File: src/rtl/alu_pkg.sv
// Shared definitions for the RiSC-16 ALU slice: widths, function encoding,
// word type. The codebase macros `WORD_LEN / `FUNCT_LEN fall back to 16 / 2.
// Optional flag outputs are enabled with the ALU_FLAGS_EN macro.
`ifndef WORD_LEN
`define WORD_LEN 16
`endif
`ifndef FUNCT_LEN
`define FUNCT_LEN 2
`endif

package alu_pkg;

    localparam int WORD_LEN  = `WORD_LEN;
    localparam int FUNCT_LEN = `FUNCT_LEN;

    typedef logic [WORD_LEN-1:0] word_t;

    // Fully decoded 2-bit function select.
    typedef enum logic [FUNCT_LEN-1:0] {
        ALU_ADD  = 2'd0,
        ALU_NAND = 2'd1,
        ALU_PASS = 2'd2,
        ALU_SUB  = 2'd3
    } alu_funct_e;

endpackage

File: src/rtl/alu_if.sv
// Operand/result bundle between the register-file read side (master) and the
// ALU (slave). carry/zero exist only when ALU_FLAGS_EN is defined.
interface alu_if #(
    parameter int WORD_LEN  = `WORD_LEN,
    parameter int FUNCT_LEN = `FUNCT_LEN
);

    logic                 in_valid;
    logic [WORD_LEN-1:0]  ina;
    logic [WORD_LEN-1:0]  inb;
    logic [FUNCT_LEN-1:0] funct;
    logic [WORD_LEN-1:0]  out;
    logic                 stat;
    logic                 out_valid;
`ifdef ALU_FLAGS_EN
    logic                 carry;
    logic                 zero;

    modport master (output in_valid, ina, inb, funct,
                    input  out, stat, out_valid, carry, zero);
    modport slave  (input  in_valid, ina, inb, funct,
                    output out, stat, out_valid, carry, zero);
`else
    modport master (output in_valid, ina, inb, funct,
                    input  out, stat, out_valid);
    modport slave  (input  in_valid, ina, inb, funct,
                    output out, stat, out_valid);
`endif

endinterface

File: src/rtl/alu_core.sv
// Combinational ALU datapath: result, equality status and (with ALU_FLAGS_EN)
// carry/zero flags. No state; the top level registers everything.
module alu_core #(
    parameter int WORD_LEN  = `WORD_LEN,
    parameter int FUNCT_LEN = `FUNCT_LEN
) (
    input  logic [WORD_LEN-1:0]  ina,
    input  logic [WORD_LEN-1:0]  inb,
    input  logic [FUNCT_LEN-1:0] funct,
    output logic [WORD_LEN-1:0]  res,
`ifdef ALU_FLAGS_EN
    output logic                 carry,
    output logic                 zero,
`endif
    output logic                 stat
);
    import alu_pkg::*;

    // Equality is independent of the selected function (BEQ uses it).
    assign stat = (ina == inb);

    // Function decode; SUB carry is the no-borrow indicator.
    always_comb begin
        res = '0;
`ifdef ALU_FLAGS_EN
        carry = 1'b0;
`endif
        case (alu_funct_e'(funct))
`ifdef ALU_FLAGS_EN
            ALU_ADD:  {carry, res} = {1'b0, ina} + {1'b0, inb};
            ALU_SUB:  begin
                {carry, res} = {1'b0, ina} - {1'b0, inb};
                carry = ~carry;
            end
`else
            ALU_ADD:  res = ina + inb;
            ALU_SUB:  res = ina - inb;
`endif
            ALU_NAND: res = ~(ina & inb);
            ALU_PASS: res = inb;
            default:  res = '0;
        endcase
    end

`ifdef ALU_FLAGS_EN
    assign zero = (res == '0);
`endif

endmodule

File: src/rtl/alu.sv
// RiSC-16 ALU top: combinational core followed by one register stage with a
// valid qualifier. Data holds when no valid op arrives; valid drops.
// Optional carry/zero outputs via ALU_FLAGS_EN.
module alu #(
    parameter int WORD_LEN  = `WORD_LEN,
    parameter int FUNCT_LEN = `FUNCT_LEN
) (
    input  logic clk,
    input  logic rst_n,
    alu_if.slave bus
);
    import alu_pkg::*;

    logic [WORD_LEN-1:0] res_p0;
    logic                stat_p0;
    logic [WORD_LEN-1:0] out_p1;
    logic                stat_p1;
    logic                vld_p1;
`ifdef ALU_FLAGS_EN
    logic                carry_p0, zero_p0;
    logic                carry_p1, zero_p1;
`endif

    // Stage p0: combinational evaluation of the current operands.
    alu_core #(
        .WORD_LEN  (WORD_LEN),
        .FUNCT_LEN (FUNCT_LEN)
    ) u_core (
        .ina   (bus.ina),
        .inb   (bus.inb),
        .funct (bus.funct),
        .res   (res_p0),
`ifdef ALU_FLAGS_EN
        .carry (carry_p0),
        .zero  (zero_p0),
`endif
        .stat  (stat_p0)
    );

    // Stage p1: capture on valid ops, hold otherwise; valid follows in_valid.
    always_ff @(posedge clk or negedge rst_n) begin
        if (!rst_n) begin
            out_p1   <= '0;
            stat_p1  <= 1'b0;
            vld_p1   <= 1'b0;
`ifdef ALU_FLAGS_EN
            carry_p1 <= 1'b0;
            zero_p1  <= 1'b0;
`endif
        end else begin
            vld_p1 <= bus.in_valid;
            if (bus.in_valid) begin
                out_p1   <= res_p0;
                stat_p1  <= stat_p0;
`ifdef ALU_FLAGS_EN
                carry_p1 <= carry_p0;
                zero_p1  <= zero_p0;
`endif
            end
        end
    end

    assign bus.out       = out_p1;
    assign bus.stat      = stat_p1;
    assign bus.out_valid = vld_p1;
`ifdef ALU_FLAGS_EN
    assign bus.carry     = carry_p1;
    assign bus.zero      = zero_p1;
`endif

endmodule

File: src/flat_wrapper.sv
// flat-port wrapper written by rule: the top's interface ports become plain ports
module alu_flat import alu_pkg::*;
#(
    parameter int WORD_LEN  = `WORD_LEN,
    parameter int FUNCT_LEN = `FUNCT_LEN
)
  (clk, rst_n, bus_in_valid, bus_ina, bus_inb, bus_funct, bus_out, bus_stat, bus_out_valid);
  alu_if #(.WORD_LEN(WORD_LEN), .FUNCT_LEN(FUNCT_LEN)) bus_i ();
  input  logic clk;
  input  logic rst_n;
  input wire logic [$bits(bus_i.in_valid)-1:0] bus_in_valid;
  input wire logic [$bits(bus_i.ina)-1:0] bus_ina;
  input wire logic [$bits(bus_i.inb)-1:0] bus_inb;
  input wire logic [$bits(bus_i.funct)-1:0] bus_funct;
  output wire logic [$bits(bus_i.out)-1:0] bus_out;
  output wire logic [$bits(bus_i.stat)-1:0] bus_stat;
  output wire logic [$bits(bus_i.out_valid)-1:0] bus_out_valid;
  assign bus_i.in_valid = bus_in_valid;
  assign bus_i.ina = bus_ina;
  assign bus_i.inb = bus_inb;
  assign bus_i.funct = bus_funct;
  assign bus_out = bus_i.out;
  assign bus_stat = bus_i.stat;
  assign bus_out_valid = bus_i.out_valid;
  alu #(.WORD_LEN(WORD_LEN), .FUNCT_LEN(FUNCT_LEN)) u_core (.clk(clk), .rst_n(rst_n), .bus(bus_i));
endmodule
File: config.mk
export PLATFORM = sky130hd
export DESIGN_NAME = alu_flat
export DESIGN_NICKNAME = d
export VERILOG_FILES = /design/src/rtl/alu_pkg.sv /design/src/rtl/alu_if.sv /design/src/rtl/alu_core.sv /design/src/rtl/alu.sv /design/src/flat_wrapper.sv
export SDC_FILE = /design/constraint.sdc
export NUM_CORES = 1
export LEC_CHECK = 0
export ABC_CLOCK_PERIOD_IN_PS = 1800
export CORE_MARGIN = 2
export CORE_UTILIZATION = 55
export CTS_BUF_LIST = sky130_fd_sc_hd__clkbuf_8
export CTS_CLUSTER_SIZE = 25
export DETAILED_ROUTE_END_ITERATION = 10
export MAX_ROUTING_LAYER = met4
export PLACE_DENSITY = 0.95
export SLEW_MARGIN = 10
export SYNTH_ARGS = -nofsm -noshare
export SYNTH_HDL_FRONTEND = slang
export SYNTH_HIERARCHICAL = 1
export SYNTH_SLANG_ARGS = --single-unit
File: constraint.sdc
create_clock -name clk -period 1.8 [get_ports clk]
set_clock_uncertainty 0.05 [all_clocks]
set_input_delay 0.27 -clock clk [delete_from_list [all_inputs] [get_ports clk]]
set_output_delay 0.27 -clock clk [all_outputs]
set_load 0.02 [all_outputs]
==> flow_summary.json, run 1 <==
{
  "htree_levels": 1,
  "cts_setup_buffers": 21,
  "synth_nets": 423,
  "port_buffers": 54,
  "error": "[ERROR DPL-0038] Utilization greater than 100%, impossible to legalize",
  "netlist_area_sq_um": 2850,
  "syn_area_per_cell_sq_um": 8.10,
  "synth_flop_cell": "dfrtp_1",
  "ctsRootBufferMaster": "clkbuf_8",
  "io-pin-count": 55,
  "gp_congestion": 1.06,
  "status": "stopped before the end",
  "place_inst": 584,
  "haltStage": "4_1_cts",
  "die_h_um": 76.0,
  "rows": 26,
  "async_flop_share": 1.00,
  "cts_num_sinks": 18,
  "clockBufferDepth": 2,
  "cts_buffers": 3,
  "yosys_warnings": 6,
  "cts-resized-gates": 166,
  "die_w_um": 76.0,
  "initial_core_util": 0.565,
  "synth_cell_types": 66,
  "ys_seq_area_frac": 0.158,
  "synth_edf_count": 0,
  "cts_hold_buf": 0,
  "syn_inst": 352,
  "ys_ff_latch": 18,
  "dp_hpwl_mm": 10.6
}
through the flow:
stage | hold slack, ns | TNS (ns) | setup slack (ns) | util | area, sq um
floorplan | -0.0756 | -3.89 | -0.547 | - | 3040
detailed placement | 0.448 | -18.49 | -1.40 | 0.893 | 4500
global placement | 0.442 | -15.87 | -1.24 | 0.893 | 4500
logic make-up after synthesis:
group | Yosys count | synth area share
AO/OA/AOI/OAI | 118 | 0.293
XOR/XNOR | 8 | 0.0246
adder cells (fa/ha/maj) | 34 | 0.155
buffers and inverters | 49 | 0.0808
flip-flops | 18 | 0.158
multiplexers | 24 | 0.115
AND/OR/NAND/NOR | 101 | 0.175
cells in the mapped netlist (all sizes together), types with 6 or more instances:
master	count	area [sq um]
inv	30	113
nor2b	6	40.0
o21ai	20	100
nand2	30	113
nor3	6	35.0
a21oi	34	170
o211ai	9	67.6
dfrtp	18	450
ha	32	400
clkbuf	7	26.3
nor2	29	114
buf	11	87.6
mux2	19	251
a211oi	9	72.6
==> inputs of run 2 (changes only) <==
--- a/config.mk
+++ b/config.mk
@@ -7,12 +7,9 @@
 export LEC_CHECK = 0
 export ABC_CLOCK_PERIOD_IN_PS = 1800
 export CORE_MARGIN = 2
-export CORE_UTILIZATION = 55
-export CTS_BUF_LIST = sky130_fd_sc_hd__clkbuf_8
-export CTS_CLUSTER_SIZE = 25
+export CORE_UTILIZATION = 40
 export DETAILED_ROUTE_END_ITERATION = 10
-export MAX_ROUTING_LAYER = met4
-export PLACE_DENSITY = 0.95
+export PLACE_DENSITY_LB_ADDON = 0.15
 export SLEW_MARGIN = 10
 export SYNTH_ARGS = -nofsm -noshare
 export SYNTH_HDL_FRONTEND = slang
==> flow_summary.json, run 2 <==
{
  "synth_most_common_cell": "a21oi_1",
  "track_usage": 0.293,
  "drc": 0,
  "crit_buf_inv": 4,
  "cp.arrival_ns": 2.61,
  "start_kind": "input port",
  "drv_cap": 0,
  "synth_flop_cell": "dfrtp_1",
  "largest_reg_flops": 16,
  "cpMaxStageDelayCell": "fa_2",
  "netlist.area_leader.share": 0.158,
  "syn_area_per_cell_sq_um": 8.10,
  "crit-reg2reg-launch": "u_core/bus.out[10]",
  "gp_congestion": 0.954,
  "die_w_um": 88.4,
  "final_common_cell": "buf_4",
  "cp_common_cell": "a221o_1",
  "fmax_mhz": 397,
  "insertion_delay_ns": 0.24,
  "leakage_nw": 2.45,
  "yosys_warnings": 6,
  "cts.clk_slew.worst_paths_ns": 0.08,
  "violations": "setup timing",
  "antenna_found_initial": 0,
  "cp_cell_sequence": "buf_8, buf_6, ha_4, inv_2, fa_2, o21bai_4, a2111oi_4, buf_4, nor3_4, a21oi_2, a221o_1, a221o_1, mux2_4",
  "utilization": 0.813,
  "setup_ws_ns": -0.720,
  "ir_worst_vdd_mv": 0.308,
  "hold_path_class": "input port to asynchronous set/reset pin",
  "initial_core_util": 0.417,
  "hold_slack_ns": 0.292,
  "drtPass1Iterations": 6,
  "dieArea_sq_um": 7820,
  "synth_cell_types": 66,
  "ys_ff_latch": 18,
  "pwr_density_cell_nw_per_um2": 525,
  "final_max_slew_viol_count": 0,
  "cts_tree": "yes",
  "totalWireLength_mm": 13.1,
  "critPathMaxFanout": 2,
  "n_antenna_cell": 0,
  "r2r_slack_ns": 0.93,
  "endpoint_kind": "flip-flop",
  "relSlewSlack": 0.692,
  "syn_inst": 352,
  "min_period_ns": 2.52,
  "criticalPathCategory": "input port to flip-flop",
  "multi_input_area_sq_um": 2940,
  "hold_viol_final": 0,
  "port_buffers": 54,
  "ff_latch_area_sq_um": 450,
  "synth_edf_count": 0,
  "p_total_mw": 2.91,
  "cts_hold_buf": 0,
  "netlist_area_sq_um": 2850,
  "ant_nets": 0,
  "tightest_slew_ns": 0.459,
  "final_nets": 630,
  "most-common-layout-cells": "buf_4 (141), clkdlybuf4s50_1 (25), nand2_1 (25)",
  "ctsRootBufferMaster": "clkbuf_8",
  "yosysTopAreaCell": "dfrtp_1",
  "ys_seq_area_frac": 0.158,
  "reg2reg_to": "u_core/bus.out[10]",
  "overflow": 0,
  "async_flop_share": 1.00,
  "wl_per_cell_um": 20.0,
  "vias_per_cell": 6.00,
  "period_share": 1.40,
  "clockBufferDepth": 2,
  "max_stage_delay_ns": 0.38,
  "grt_pass1_wl_mm": 17.9,
  "core_sq_um": 6830,
  "status": "finished, violations left",
  "grt_setup_unrepaired": "yes",
  "cts_num_sinks": 18,
  "rows": 30,
  "cts_buffers": 3,
  "worstRegToRegCells": 1,
  "dp_hpwl_mm": 8.57,
  "cpLargestDelayFamily": "compound AO/OA/AOI/OAI gates",
  "synth_nets": 423,
  "htree_levels": 1,
  "syn_to_final_growth_pct": 94.8,
  "grt_start_max_net_pins": 19,
  "setup_violations": 14,
  "drt_iter0_drc": 410,
  "nFillCells": 417,
  "netlist_top_cells_area": "dfrtp_1 (16%), ha_1 (14%), a21oi_1 (6.0%)",
  "io-pin-count": 55,
  "drive_above_1_share": 0.609,
  "via_count": 3926,
  "synthTopCellsByCount": "a21oi_1 (34), ha_1 (32), nand2_1 (30), inv_1 (29), nor2_1 (27)",
  "grt_pass1_vias": 3674,
  "die_h_um": 88.4,
  "cp.required_ns": 1.89
}
[run 2: cell counts after synthesis]
Identical to the previous run, type by type.
[run 2: how the worst max path moves through the flow]
stage	depth (start not counted)	from	slack, ns	end
2_1_floorplan	10	bus_ina[0]	-0.55	u_core/bus.out[10]
3_3_place_gp	12	bus_ina[0]	-1.23	u_core/bus.out[12]
3_5_place_dp	11	bus_ina[0]	-1.31	u_core/bus.out[10]
4_1_cts	11	bus_inb[0]	-0.69	u_core/bus.out[10]
5_1_grt	13	bus_inb[0]	-0.76	u_core/bus.out[10]
6_report	13	bus_inb[0]	-0.72	u_core/bus.out[10]
[run 2: logic make-up (layout without fill, tap and decap cells)]
group,Yosys count,in the layout,share of synthesized area
compound gates,118,118,0.293
xor+xnor,8,8,0.0246
fa+ha+maj,34,34,0.155
buf+inv,49,255,0.0808
flops,18,18,0.158
mux,24,24,0.115
simple gates,101,101,0.175
[run 2: report_power, final]
group	internal [mW]	switching (mW)	total, mW
Combinational	1.07	0.983	2.05
Clock	0.194	0.137	0.331
Sequential	0.480	0.0476	0.527
Total	1.75	1.17	2.91
[run 2: what timing repair did]
action                                  CTS  global route
pin swaps                                63            53
gates resized for setup                 162            89
endpoints found under the setup margin   17            15
setup buffers                            20            17
[run 2: metrics by stage]
step	cells	TNS, ns	cell area (sq um)	setup slack [ns]
finish	654	-6.83	5550	-0.720
global route	654	-7.21	5550	-0.763
CTS	642	-6.46	5220	-0.691
detailed placement	619	-17.39	4590	-1.31
global placement	619	-16.51	4590	-1.23
floorplan	352	-3.89	3040	-0.547
[run 2: routing by layer]
metal	vias up	routed length [um]	part of all wire	GRT usage
met5	-	0	0	0
met4	0	686	0.052	0.105
met3	88	1110	0.085	0.0271
met2	273	6290	0.48	0.514
met1	1857	5000	0.38	0.373
li1	1708	-	-	-
[run 2: cell type report]
cell class	count	area share
Sequential cell	18	0.0811
Tap cell	96	0.0216
Timing Repair Buffer	220	0.334
Clock buffer	4	0.00991
Multi-Input combinational cell	285	0.529
Inverter	31	0.0246
No activity file was read; power rests on OpenSTA's default activity.
==> inputs of run 3 (changes only) <==
--- a/config.mk
+++ b/config.mk
@@ -10,6 +10,7 @@
 export CORE_UTILIZATION = 40
 export DETAILED_ROUTE_END_ITERATION = 10
 export PLACE_DENSITY_LB_ADDON = 0.15
+export SETUP_SLACK_MARGIN = 0.15
 export SLEW_MARGIN = 10
 export SYNTH_ARGS = -nofsm -noshare
 export SYNTH_HDL_FRONTEND = slang
==> flow_summary.json, run 3 (same netlist as run 2, synthesis figures left out) <==
{
  "syn_to_final_growth_pct": 94.2,
  "cts_tree": "yes",
  "cp_cell_sequence": "buf_8, buf_6, ha_4, inv_2, fa_2, o21bai_4, buf_4, a211oi_4, o21bai_2, buf_4, xnor2_1, mux4_2, mux2_4",
  "tightest_slew_ns": 0.523,
  "core_sq_um": 6830,
  "final_common_cell": "buf_4",
  "ant_nets": 0,
  "hold_path_class": "input port to asynchronous set/reset pin",
  "overflow": 0,
  "die_h_um": 88.4,
  "totalWireLength_mm": 12.7,
  "ir_worst_vdd_mv": 0.297,
  "ctsRootBufferMaster": "clkbuf_8",
  "relSlewSlack": 0.650,
  "track_usage": 0.305,
  "p_int_mw": 1.74,
  "drc": 0,
  "hold_slack_ns": 0.291,
  "gp_congestion": 0.954,
  "cp.arrival_ns": 2.61,
  "wl_met1_mm": 4.84,
  "drt_iter0_drc": 360,
  "vias_per_cell": 5.83,
  "largest_reg_flops": 16,
  "power.net_switching_mw": 1.13,
  "cts.clk_slew.worst_paths_ns": 0.08,
  "clockPowerShare": 0.115,
  "most-common-layout-cells": "buf_4 (139), buf_6 (31), nand2_1 (26)",
  "cpMaxStageDelayCell": "mux4_2",
  "top_layer": "met4",
  "grt_pass1_wl_mm": 18.7,
  "drive_above_1_share": 0.589,
  "pwr_density_cell_nw_per_um2": 519,
  "cp.required_ns": 1.88,
  "leakage_nw": 2.45,
  "wl_met2_mm": 6.02,
  "grt_pass1_vias": 3849,
  "setup_violations": 14,
  "min_period_ns": 2.53,
  "io-pin-count": 55,
  "cp_common_cell": "buf_4",
  "seqPwrFrac": 0.183,
  "start_kind": "input port",
  "p_total_mw": 2.87,
  "fmax_mhz": 396,
  "insertion_delay_ns": 0.24,
  "critPathMaxFanout": 2,
  "dp_hpwl_mm": 8.57,
  "period_share": 1.40,
  "cts_buffers": 3,
  "cts_num_sinks": 18,
  "final_max_slew_viol_count": 0,
  "status": "finished, violations left",
  "die_w_um": 88.4,
  "max_stage_delay_ns": 0.47,
  "rows": 30,
  "dieArea_sq_um": 7820,
  "p_comb_frac": 0.702,
  "n_antenna_cell": 0,
  "violations": "setup timing",
  "netSwitchingFraction": 0.394,
  "via_count": 3837,
  "port_buffers": 54,
  "endpoint_kind": "flip-flop",
  "grt_setup_unrepaired": "yes",
  "htree_levels": 1,
  "setup_ws_ns": -0.728,
  "criticalPathCategory": "input port to flip-flop",
  "drtPass1Iterations": 5,
  "grt_start_max_net_pins": 19,
  "clockBufferDepth": 2,
  "fin_cells": 658,
  "initial_core_util": 0.417,
  "met3WireLength_um": 995,
  "place_inst": 619,
  "wl_per_cell_um": 19.2,
  "antenna_found_initial": 0,
  "final_nets": 634,
  "drv_cap": 0,
  "hold_viol_final": 0
}
==> run 3: cell count changes in the layout (fill, tap and decap cells not counted), sizes merged <==
cell / change
clkdlybuf4s15: -1
clkbuf: -6
buf: +8
clkdlybuf4s50: -1
dlymetal6s2s: -1
dlygate4sd2: +5
==> run 3: cell type report <==
cell class | count | area (sq um)
well taps | 96 | 120
clock buffers | 4 | 55.1
multi-input cells | 285 | 2850
fillers | 423 | 1290
inverters | 31 | 144
flip-flops and latches | 18 | 450
repair buffers | 224 | 1920
==> run 3: power groups by stage <==
stage	registers [mW]	logic [mW]	clock network (mW)
after floorplan	0.619	0.732	0
after global placement	0.532	1.53	0
after detailed placement	0.536	1.56	0
after CTS	0.529	1.85	0.339
after global routing	0.537	2.12	0.360
final	0.526	2.02	0.329
==> run 3: per-layer routing <==
metal,vias up,track usage
li1,1718,-
met1,1796,0.375
met2,247,0.536
met3,76,0.0308
met4,0,0.135
met5,-,0
==> run 3: timing repair <==
action | in CTS | in global routing
pin swaps | 61 | 23
resized for setup | 194 | 44
setup buffers | 28 | 7
setup endpoints to repair | 17 | 17
hold buffers | 0 | 0
==> run 3: path summary, 6_finish.rpt <==
| check | endpoint | slack (ns) | depth (start not counted) | from |
|---|---|---|---|---|
| max | u_core/bus.out[6] | -0.73 | 13 | bus_inb[0] |
| min | u_core/bus.out[8] | 0.29 | 2 | rst_n |
| max reg2reg | u_core/bus.out[10] | 0.94 | 1 | u_core/bus.out[10] |
| min reg2reg | u_core/bus.out[3] | 0.46 | 1 | u_core/bus.out[3] |
| max in group asynchronous | u_core/bus.out_valid | 1.20 | 2 | rst_n |
| min in group clk | u_core/bus.out[3] | 0.46 | 1 | u_core/bus.out[3] |
==> run 3: metrics by stage <==
stage / util / TNS, ns / area, sq um / worst slack (ns)
finish: 0.810 / -7.47 / 5540 / -0.728
global route: 0.810 / -8.17 / 5540 / -0.773
CTS: 0.784 / -6.55 / 5360 / -0.691
detailed placement: 0.672 / -17.39 / 4590 / -1.31
global placement: 0.672 / -16.51 / 4590 / -1.23
floorplan: - / -3.89 / 3040 / -0.547
==> run 3: worst max-delay path, delay by kind of cell <==
| family | cells | cell delay (ns) |
|---|---|---|
| buffers and inverters | 5 | 0.57 |
| multiplexers | 2 | 0.74 |
| AO/OA/AOI/OAI | 3 | 0.55 |
| XOR/XNOR | 1 | 0.11 |
| adder cells (fa/ha/maj) | 2 | 0.38 |
